## src/rtl/latch_ctrl_pkg.sv

```systemverilog
// Shared types for the latch capture controller: sequencer state encoding.
package latch_ctrl_pkg;

    localparam int STATE_W = 3;

    typedef enum logic [STATE_W-1:0] {
        IDLE  = 3'd0,
        SETUP = 3'd1,
        OPEN  = 3'd2,
        HOLD  = 3'd3,
        DONE  = 3'd4
    } state_e;

endpackage

```

## src/rtl/phase_counter.sv

```systemverilog
// Loadable down-counter timing each phase of the latch sequence; zero marks the phase's last cycle.
module phase_counter #(
    parameter int CNT_W = 4
) (
    input  logic             clk,
    input  logic             rst_n,
    input  logic             load,
    input  logic [CNT_W-1:0] value,
    input  logic             dec,
    output logic             zero
);

    logic [CNT_W-1:0] cnt_q;

    always_ff @(posedge clk or negedge rst_n) begin
        if (!rst_n) begin
            cnt_q <= '0;
        end else if (load) begin
            cnt_q <= value;
        end else if (dec && (cnt_q != '0)) begin
            cnt_q <= cnt_q - 1'b1;
        end
    end

    assign zero = (cnt_q == '0);

endmodule

```

## src/rtl/latch_capture_ctrl.sv

```systemverilog
// Drives a transparent latch bank: captures a word, then sequences setup, enable window and hold
// so latch_d is stable around every glitch-free, flop-driven latch_en pulse.
module latch_capture_ctrl
    import latch_ctrl_pkg::*;
#(
    parameter int WIDTH     = 8,
    parameter int SETUP_CYC = 1,
    parameter int OPEN_CYC  = 2,
    parameter int HOLD_CYC  = 1,
    parameter int CNT_W     = 4
) (
    input  logic             clk,
    input  logic             rst_n,
    input  logic             req,
    input  logic [WIDTH-1:0] data_in,
    input  logic             abort,
    output logic             ready,
    output logic             busy,
    output logic             done,
    output logic [WIDTH-1:0] latch_d,
    output logic             latch_en
);

    localparam int CNT_MAX = (1 << CNT_W) - 1;

    if (OPEN_CYC < 1) begin : g_bad_open
        $error("latch_capture_ctrl: OPEN_CYC must be >= 1");
    end
    if (SETUP_CYC < 0 || SETUP_CYC > CNT_MAX || HOLD_CYC < 0 || HOLD_CYC > CNT_MAX ||
        OPEN_CYC > CNT_MAX) begin : g_bad_len
        $error("latch_capture_ctrl: phase length does not fit CNT_W");
    end

    // Counter holds (phase length - 1) on entry, so a 1-cycle phase exits on its first edge.
    localparam logic [CNT_W-1:0] SETUP_LD = CNT_W'((SETUP_CYC > 0) ? SETUP_CYC - 1 : 0);
    localparam logic [CNT_W-1:0] OPEN_LD  = CNT_W'((OPEN_CYC > 0) ? OPEN_CYC - 1 : 0);
    localparam logic [CNT_W-1:0] HOLD_LD  = CNT_W'((HOLD_CYC > 0) ? HOLD_CYC - 1 : 0);

    state_e           state_q, state_d;
    logic [WIDTH-1:0] latch_d_q;
    logic             latch_en_q, latch_en_d;
    logic             capture;
    logic             cnt_load, cnt_dec, cnt_zero;
    logic [CNT_W-1:0] cnt_value;

    phase_counter #(.CNT_W(CNT_W)) u_phase_counter (
        .clk   (clk),
        .rst_n (rst_n),
        .load  (cnt_load),
        .value (cnt_value),
        .dec   (cnt_dec),
        .zero  (cnt_zero)
    );

    always_comb begin
        state_d   = state_q;
        cnt_load  = 1'b0;
        cnt_value = '0;
        cnt_dec   = 1'b0;
        capture   = 1'b0;
        case (state_q)
            IDLE: begin
                // A simultaneous abort is irrelevant here: nothing is in flight yet.
                if (req) begin
                    capture  = 1'b1;
                    cnt_load = 1'b1;
                    if (SETUP_CYC > 0) begin
                        state_d   = SETUP;
                        cnt_value = SETUP_LD;
                    end else begin
                        state_d   = OPEN;
                        cnt_value = OPEN_LD;
                    end
                end
            end
            SETUP: begin
                if (abort) begin
                    state_d = IDLE;
                end else if (cnt_zero) begin
                    state_d   = OPEN;
                    cnt_load  = 1'b1;
                    cnt_value = OPEN_LD;
                end else begin
                    cnt_dec = 1'b1;
                end
            end
            OPEN: begin
                if (abort) begin
                    state_d = IDLE;
                end else if (cnt_zero) begin
                    if (HOLD_CYC > 0) begin
                        state_d   = HOLD;
                        cnt_load  = 1'b1;
                        cnt_value = HOLD_LD;
                    end else begin
                        state_d = DONE;
                    end
                end else begin
                    cnt_dec = 1'b1;
                end
            end
            HOLD: begin
                if (abort) begin
                    state_d = IDLE;
                end else if (cnt_zero) begin
                    state_d = DONE;
                end else begin
                    cnt_dec = 1'b1;
                end
            end
            DONE:    state_d = IDLE;
            default: state_d = IDLE;
        endcase
    end

    // Enable is registered from the next state so it is a clean flop output aligned with OPEN.
    assign latch_en_d = (state_d == OPEN);

    always_ff @(posedge clk or negedge rst_n) begin
        if (!rst_n) begin
            state_q    <= IDLE;
            latch_d_q  <= '0;
            latch_en_q <= 1'b0;
        end else begin
            state_q    <= state_d;
            latch_en_q <= latch_en_d;
            if (capture) begin
                latch_d_q <= data_in;
            end
        end
    end

    assign ready    = (state_q == IDLE);
    assign busy     = (state_q != IDLE);
    assign done     = (state_q == DONE);
    assign latch_d  = latch_d_q;
    assign latch_en = latch_en_q;

endmodule

```

## config.mk

```make
export PLATFORM = sky130hd
export DESIGN_NAME = latch_capture_ctrl
export DESIGN_NICKNAME = d
export VERILOG_FILES = /design/src/rtl/latch_ctrl_pkg.sv /design/src/rtl/phase_counter.sv /design/src/rtl/latch_capture_ctrl.sv
export SDC_FILE = /design/constraint.sdc
export NUM_CORES = 1
export LEC_CHECK = 0
export BUFFER_PORTS_ARGS = -buffer_cell sky130_fd_sc_hd__buf_2
export CAP_MARGIN = 0
export CORE_MARGIN = 2
export CORE_UTILIZATION = 35
export CTS_CLUSTER_SIZE = 10
export DETAILED_ROUTE_END_ITERATION = 7
export RECOVER_POWER = 50
export SETUP_SLACK_MARGIN = 0.3
export SLEW_MARGIN = 20
export SYNTH_ARGS = -nofsm -noshare
export SYNTH_HDL_FRONTEND = slang
export SYNTH_HIERARCHICAL = 1
export SYNTH_SLANG_ARGS = --single-unit
```

## constraint.sdc

```tcl
create_clock -name clk -period 6.6 [get_ports clk]
set_input_delay 0.33 -clock clk [delete_from_list [all_inputs] [get_ports clk]]
set_output_delay 0.33 -clock clk [all_outputs]
set_load 0.1 [all_outputs]
```

* Yosys cells after proc, flatten, opt, wreduce, memory -nomap -nowiden *
Index checks and enable logic that the tools add are counted.

storage, ports and cells
  bits in registers = 16
  word-level logic and storage cells = 39

cells by class
  $add $sub $neg = 1
  equal/unequal tests = 5
  multiplexer cells = 21
  reduce and logical (&&, ||, !) cells = 8

operator list
  cell                                                                   count
  3-bit 2-to-1 mux                                                       7
  3-bit case mux with 4 select lines                                     1
  1-bit 2-to-1 mux                                                       10
  3-bit by 2-bit equality test with 1-bit output, second input constant  3
  4-bit 2-to-1 mux                                                       2
  4-bit zero test                                                        1
  4-bit nonzero test                                                     1
  4-bit by 1-bit subtractor with 4-bit output, second input constant     1
  3-bit by 1-bit equality test with 1-bit output, second input constant  1
  3-bit equality test, second input constant                             1
  3-bit zero test                                                        1
  3-bit nonzero test                                                     1
  3-bit OR reduction                                                     1
  1-bit case mux with 2 select lines                                     1
  2-bit nonzero test                                                     1
  2-bit OR reduction                                                     1
  1-bit logical AND                                                      1

* Depth between registers and ports, before layout *
Gate-level depths: netlist of the first run.

  word-level depth = 7
  mapped depth = 9
  gate-level depth less buffers = 7

* Cells and area by module *
Netlist of the first run, hierarchy kept.

modules (own cells, without submodules)
  module              times used  cells each  area each (um^2)
  latch_capture_ctrl  1           44          579.3
  phase_counter       1           27          270.3

* Worst setup path after synthesis of the first run *
OpenSTA, ideal clock, no wires.

  path type = reg2out
  from = register state_q[0]
  to = output ready
  arrival time = 2022 ps
  required time = 6270 ps
  slack = 4248 ps
  cell stages (with the launch flop) = 4
  path buffers = 1
  path through = dfrtp_1 -> clkbuf_1 -> or3_2 -> inv_1

between the ends
  word-level cells in the longest chain between the ends = 1

RTL lines
  item                      RTL line                   text
  start: declaration        latch_capture_ctrl.sv:39   state_e state_q, state_d;
  start signal: assignment  latch_capture_ctrl.sv:125  state_q <= state_d;
  3-bit zero test           latch_capture_ctrl.sv:133  assign ready = (state_q == IDLE);
  end: declaration          latch_capture_ctrl.sv:17   output logic ready,

Every way passes these cells.

* Worst setup path after layout of the first run *
  from = register u_phase_counter.cnt_q[0]
  to = register u_phase_counter.cnt_q[1]

between the ends
  word-level cells in the longest chain between the ends = 6
  elaborated cells on any way between the ends = 13

RTL lines
  item                                 RTL line                                                                       text
  start: declaration                   phase_counter.sv:13                                                            logic [CNT_W-1:0] cnt_q;
  start signal: assignment             phase_counter.sv:19                                                            cnt_q <= value;
  start signal: assignment             phase_counter.sv:21                                                            cnt_q <= cnt_q - 1'b1;
  4-bit zero test                      phase_counter.sv:25                                                            assign zero = (cnt_q == '0);
  via cnt_zero                         latch_capture_ctrl.sv:43                                                       logic cnt_load, cnt_dec, cnt_zero;
  1-bit 2-to-1 mux                     latch_capture_ctrl.sv:79, latch_capture_ctrl.sv:90, latch_capture_ctrl.sv:105
  1-bit 2-to-1 mux                     latch_capture_ctrl.sv:88                                                       if (abort) begin
  1-bit 2-to-1 mux                     --
  via cnt_dec                          latch_capture_ctrl.sv:43
  1-bit logical AND                    phase_counter.sv:20                                                            end else if (dec && (cnt_q != '0)) begin
  2-bit nonzero test (no source line)  --

The timed path passes the listed nets, and every way through them passes these cells. The select of a mux whose other input is x is not followed.
A chain may end at the register's enable or synchronous reset.

==> run metrics, run 1 <==
run status finished, final reports clean; Hold Fails Final Rpt 0; setup TNS 0 ns; GR Layer Usage met2 0.185; fin area 1010 um^2; Unique masters post-synth 36; H-Tree Level Count 1; CTS max path bufs 2; Via Count 613; clock latency on the worst-skew pair 0.28 ns; Slew headroom 0.227; # IOs 24; Resized cells post-CTS 0; Fmax 439 MHz; Worst-Margin Slew 1.16 ns; initial antenna violation count 0; vias in the first global route 587; CTS Buf Count 3; ant diodes 0; Mapped Cells 71; total gr overflow 0; Core ar. 2250 um^2; Largest stage delay, worst path 0.51 ns; Synth area leader dfrtp_1; top cell type's share of synthesized area 0.471; type of the worst setup path flop to flop; Starting DRT DRC Count 4; Finish-stage setup viols 0; area growth from synthesis to layout 19.4%; Area contributors post-synth dfrtp_1 47%, mux2_2 11%, nor4b_4 2.8%; Top Usage Layer GRT met2; vias per inst 4.90; gr usage total 0.128; Final Max Slew Viols 0; final period utilization 0.345; clk sinks 16; Setup crit end kind flop; Hold Crit Class input port to flop; DP HPWL 1070 um; starting density of the core 0.377; Synth Area per Inst 12.0 um^2; Detailed Routing Iterations Pass 1 4; DIE WIDTH 53.3 um; I/O Buffers 23; min Tclk post-route 2.28 ns; worst path cell trace inv_1, ha_1, nor3b_2, nor4_1, inv_1, or4_1, o211ai_2; slowest CP cell nor4_1; Post-CTS Setup Bufs 0; synthesized flop and latch total 16; placed cell area 977 um^2; placer congestion estimate 0.763; Worst-path clk slew 0.09 ns; global-route wire length before repair 2570 um; Max-Cap Viols 0; Chip Height 53.3 um; Req. time, crit path 6.81 ns; # DRC 0; RSZ-0062 raised after global routing no; full die area 2840 um^2; clk_skew 0.000987 ns; root buffer selected by CTS clkbuf_4; Post-Syn Area 850 um^2; register area share after synthesis 0.471; share of cells above drive strength 1 0.381; Worst setup SP type flop; per-cell routed wire length 11.5 um; Final #Nets 111; CP Max Fanout 13; Critical Path Most Common Cell inv_1; grt met3 use 0.0508; largest net degree at the start of global routing 17; family with the most delay on the worst path simple AND/OR/NAND/NOR gates; met1 Use GR 0.169; Rows 17; final wirelength 1440 um; WP buf/inv 2; CTS tree built; critical path arrival 2.49 ns; synth warn 6; remaining antenna violation count after routing 0
[state kept, by name, summed over array words and instances (netlist names)]
name                   count
latch_en                   1
u_phase_counter/cnt_q      4
latch_d                    8
state_q                    3
[cell families (layout without fill, tap and decap cells)]
family	Yosys count	after routing	synth area share
other	1	3	0.00441
and+or+nand+nor	24	24	0.224
muxes	8	8	0.106
buffers and inverters	8	32	0.0530
xor gates and xnor gates	1	1	0.0103
adders and majority gates	1	1	0.0147
AOI/OAI and AO/OA	12	12	0.116
DFF	16	16	0.471
[path summary, 6_finish.rpt]
check | to | cells past startpoint | start | slack [ns]
max in group asynchronous | latch_d[7] | 2 | rst_n | 5.41
hold / removal | latch_d[4] | 2 | data_in[4] | 0.27
setup / recovery | u_phase_counter/cnt_q[1] | 7 | u_phase_counter/cnt_q[0] | 4.32
min in group asynchronous | latch_d[6] | 2 | rst_n | 0.66
hold reg to reg | latch_d[0] | 1 | latch_d[0] | 0.51
setup reg to reg | u_phase_counter/cnt_q[1] | 7 | u_phase_counter/cnt_q[0] | 4.32
[timing repair]
| item | CTS | global route |
|---|---|---|
| endpoints found under the hold margin | 16 | 0 |
| hold buffers | 1 | 0 |
| endpoints found under the setup margin | 0 | 0 |
[metrics by stage]
step	setup slack, ns	std cells	hold WS [ns]	util
2_1_floorplan	4.25	73	0.0344	-
3_3_place_gp	4.38	120	0.266	0.433
4_1_cts	4.32	125	0.257	0.454
3_5_place_dp	4.34	120	0.264	0.433
6_report	4.32	125	0.271	0.450
5_1_grt	4.13	125	0.252	0.450
[routing by layer]
metal  wire length (um)  up-vias
met3                 59        2
met5                  0        -
met4                 10        0
li1                   -      305
met1                718      291
met2                654       15
[final cells by class]
| type | count | area, um^2 |
|---|---|---|
| Multi-Input combinational cell | 49 | 412 |
| Sequential cell | 16 | 400 |
| Clock buffer | 4 | 36.3 |
| Fill cell | 231 | 1240 |
| Tap cell | 28 | 35.0 |
| Inverter | 4 | 15.0 |
| Timing Repair Buffer | 24 | 116 |
[layout by cell type (no fill, tap or decap), types with 2 or more instances in the layout]
master,Yosys,layout
dfrtp_1,16,16
buf_2,0,16
and4b_1,2,2
o21ai_0,2,2
nor3_1,2,2
nor3b_1,2,2
nor2_1,2,2
a21boi_0,2,2
mux2_2,8,8
nand2_1,3,3
conb_1,1,3
clkbuf_4,0,3
inv_1,4,4
clkbuf_1,2,7
[synthesized netlist by cell type, drive strengths merged]
cell    number
a21bo        1
and4         1
o31a         1
dfrtp       16
ha           1
nor4         1
o211ai       1
mux2         8
a221o        1
o21a         1
buf          2
or4          1
nor2b        1
or3          1
nand3b       1
nor3b        3
nor4b        3
or2b         1
inv          4
nor2         2
a21oi        1
nand2        3
conb         1
a311o        1
nor3         2
xor2         1
o21ai        2
a21o         1
a21boi       2
and2         1
clkbuf       2
or3b         1
and4b        2
Power of run 1 is left out: the tool's default activity adds up to more than one toggle a clock period on the data nets, which glitch-free logic cannot reach.
==> inputs of run 2 (changes only) <==
clock period = 2.2 ns   (was 6.6 ns; I/O delays follow)
==> run 2 against run 1 <==
Clock-buffer cell count unchanged. Largest cell class unchanged. First-iteration DRC count up 75%. Worst hold slack worse by 0.22 ns.
==> run metrics, run 2 (synthesis gave the netlist of run 1 again) <==
clk sinks 16 (unchanged); largest net degree at the start of global routing 17 (unchanged); final wirelength 1670 um (+15%); Worst-Margin Slew 1.17 ns (+0.000270 ns); CTS Buf Count 3 (unchanged); Final #Nets 118 (+6.3%); CTS tree built; setup TNS 0 ns (unchanged); DP HPWL 1170 um (+9.1%); Max-Cap Viols 0 (unchanged); hold_ws 0.0514 ns (-0.220 ns); Via Count 662 (+8.0%); DIE WIDTH 53.3 um (unchanged); FF-to-FF Start u_phase_counter/cnt_q[1]; total gr overflow 0 (unchanged); remaining antenna violation count after routing 0 (unchanged); Detailed Routing Iterations Pass 1 4 (unchanged); share of cells above drive strength 1 0.490 (+0.109); per-cell routed wire length 12.6 um (+9.3%); Hold Path Depth 2 (unchanged); Reg2Reg Setup Slack 0.37 ns (-3.95 ns); critical path arrival 2.04 ns (-0.45 ns); Final Max Slew Viols 0 (unchanged); Hold Fails Final Rpt 0 (unchanged); area growth from synthesis to layout 32.4%; min Tclk post-route 1.83 ns (-0.451 ns); FF-to-FF path depth 7 (unchanged); ant diodes 0 (unchanged); full die area 2840 um^2 (unchanged); most common cell after layout, fill and taps aside dfrtp_1; type of the worst setup path flop to flop; clk_skew 0.00509 ns (+0.00411 ns); Slew headroom 0.227 (about the same); Worst-path clk slew 0.10 ns (about the same); Core ar. 2250 um^2 (unchanged); vias in the first global route 665 (+13%); global-route wire length before repair 2910 um (+13%); Setup crit end kind flop; final period utilization 0.830 (+0.485); # DRC 0 (unchanged); run status finished, final reports clean; # IOs 24 (unchanged); placed cell area 1010 um^2 (+3.1%); CP Max Fanout 6 (-7); Hold Crit Class input port to flop; RSZ-0062 raised after global routing no; CTS max path bufs 2 (unchanged); fin area 1120 um^2 (+11%); root buffer selected by CTS clkbuf_4; Largest register FFs 8 (unchanged); Req. time, crit path 2.41 ns (-4.40 ns); Final Instance Count excl. Fillers 132 (+5.6%); vias per inst 5.02 (+2.3%); placer congestion estimate 0.797 (+4.4%); most frequent cells in the layout 16 x dfrtp_1, 15 x buf_2, 8 x mux2_2, 8 x buf_4, 7 x clkbuf_1; Starting DRT DRC Count 7 (+3); starting density of the core 0.377 (unchanged); Chip Height 53.3 um (unchanged); I/O Buffers 23 (unchanged); H-Tree Level Count 1 (unchanged); Placed Cells 121 (+0.83%); Worst R2R End u_phase_counter/cnt_q[1]; HP Start data_in[1]; Rows 17 (unchanged); Hold Path End latch_d[1]; Worst setup SP type flop; Fmax 548 MHz (+25%); gr usage total 0.144 (+0.0164); Finish-stage setup viols 0 (unchanged); initial antenna violation count 0 (unchanged); clock latency on the worst-skew pair 0.28 ns (about the same)
## run 2: critical path, stage by stage, from the launching register on
cell,delay (ns)
dfrtp_1,0.38
inv_2,0.05
ha_4,0.16
nor3b_4,0.16
nor3b_2,0.16
a21o_2,0.24
or4_4,0.52
o211ai_2,0.07
## run 2: worst max-delay path by stage
stage	start	to	cells past startpoint	slack, ns
2_1_floorplan	u_phase_counter/cnt_q[0]	u_phase_counter/cnt_q[1]	9	0.21
3_3_place_gp	u_phase_counter/cnt_q[0]	u_phase_counter/cnt_q[3]	7	0.15
3_5_place_dp	u_phase_counter/cnt_q[1]	u_phase_counter/cnt_q[3]	7	0.07
4_1_cts	u_phase_counter/cnt_q[1]	u_phase_counter/cnt_q[1]	7	0.30
5_1_grt	u_phase_counter/cnt_q[0]	u_phase_counter/cnt_q[3]	7	0.29
6_report	u_phase_counter/cnt_q[1]	u_phase_counter/cnt_q[1]	7	0.37
## run 2: area by class of cell
cell class	count	area, um^2
Clock buffer	4	36.3
Sequential cell	16	400
Multi-Input combinational cell	49	463
Timing Repair Buffer	31	171
Tap cell	28	35.0
Fill cell	229	1130
Inverter	4	18.8
## run 2: metrics by stage
| stage | util | worst slack, ns |
|---|---|---|
| 6_report | 0.499 | 0.374 |
| 3_5_place_dp | 0.447 | 0.0720 |
| 5_1_grt | 0.499 | 0.285 |
| 4_1_cts | 0.493 | 0.303 |
| 3_3_place_gp | 0.447 | 0.150 |
| 2_1_floorplan | - | 0.207 |
## run 2: repair_timing
action / in CTS / in global routing
pin swaps: 1 / 3
endpoints found under the hold margin: 16 / 0
endpoints found under the setup margin: 4 / 4
resized for setup: 3 / 4
setup buffers: 5 / 1
hold buffers: 1 / 0
## run 2: layer usage
layer,global-route usage,vias to the layer above,wire length (um)
met1,0.191,318,756
met2,0.220,22,789
met4,0.0897,0,14
li1,-,320,-
met5,0,-,0
met3,0.0198,2,105
Power of run 2 is left out for the same reason.
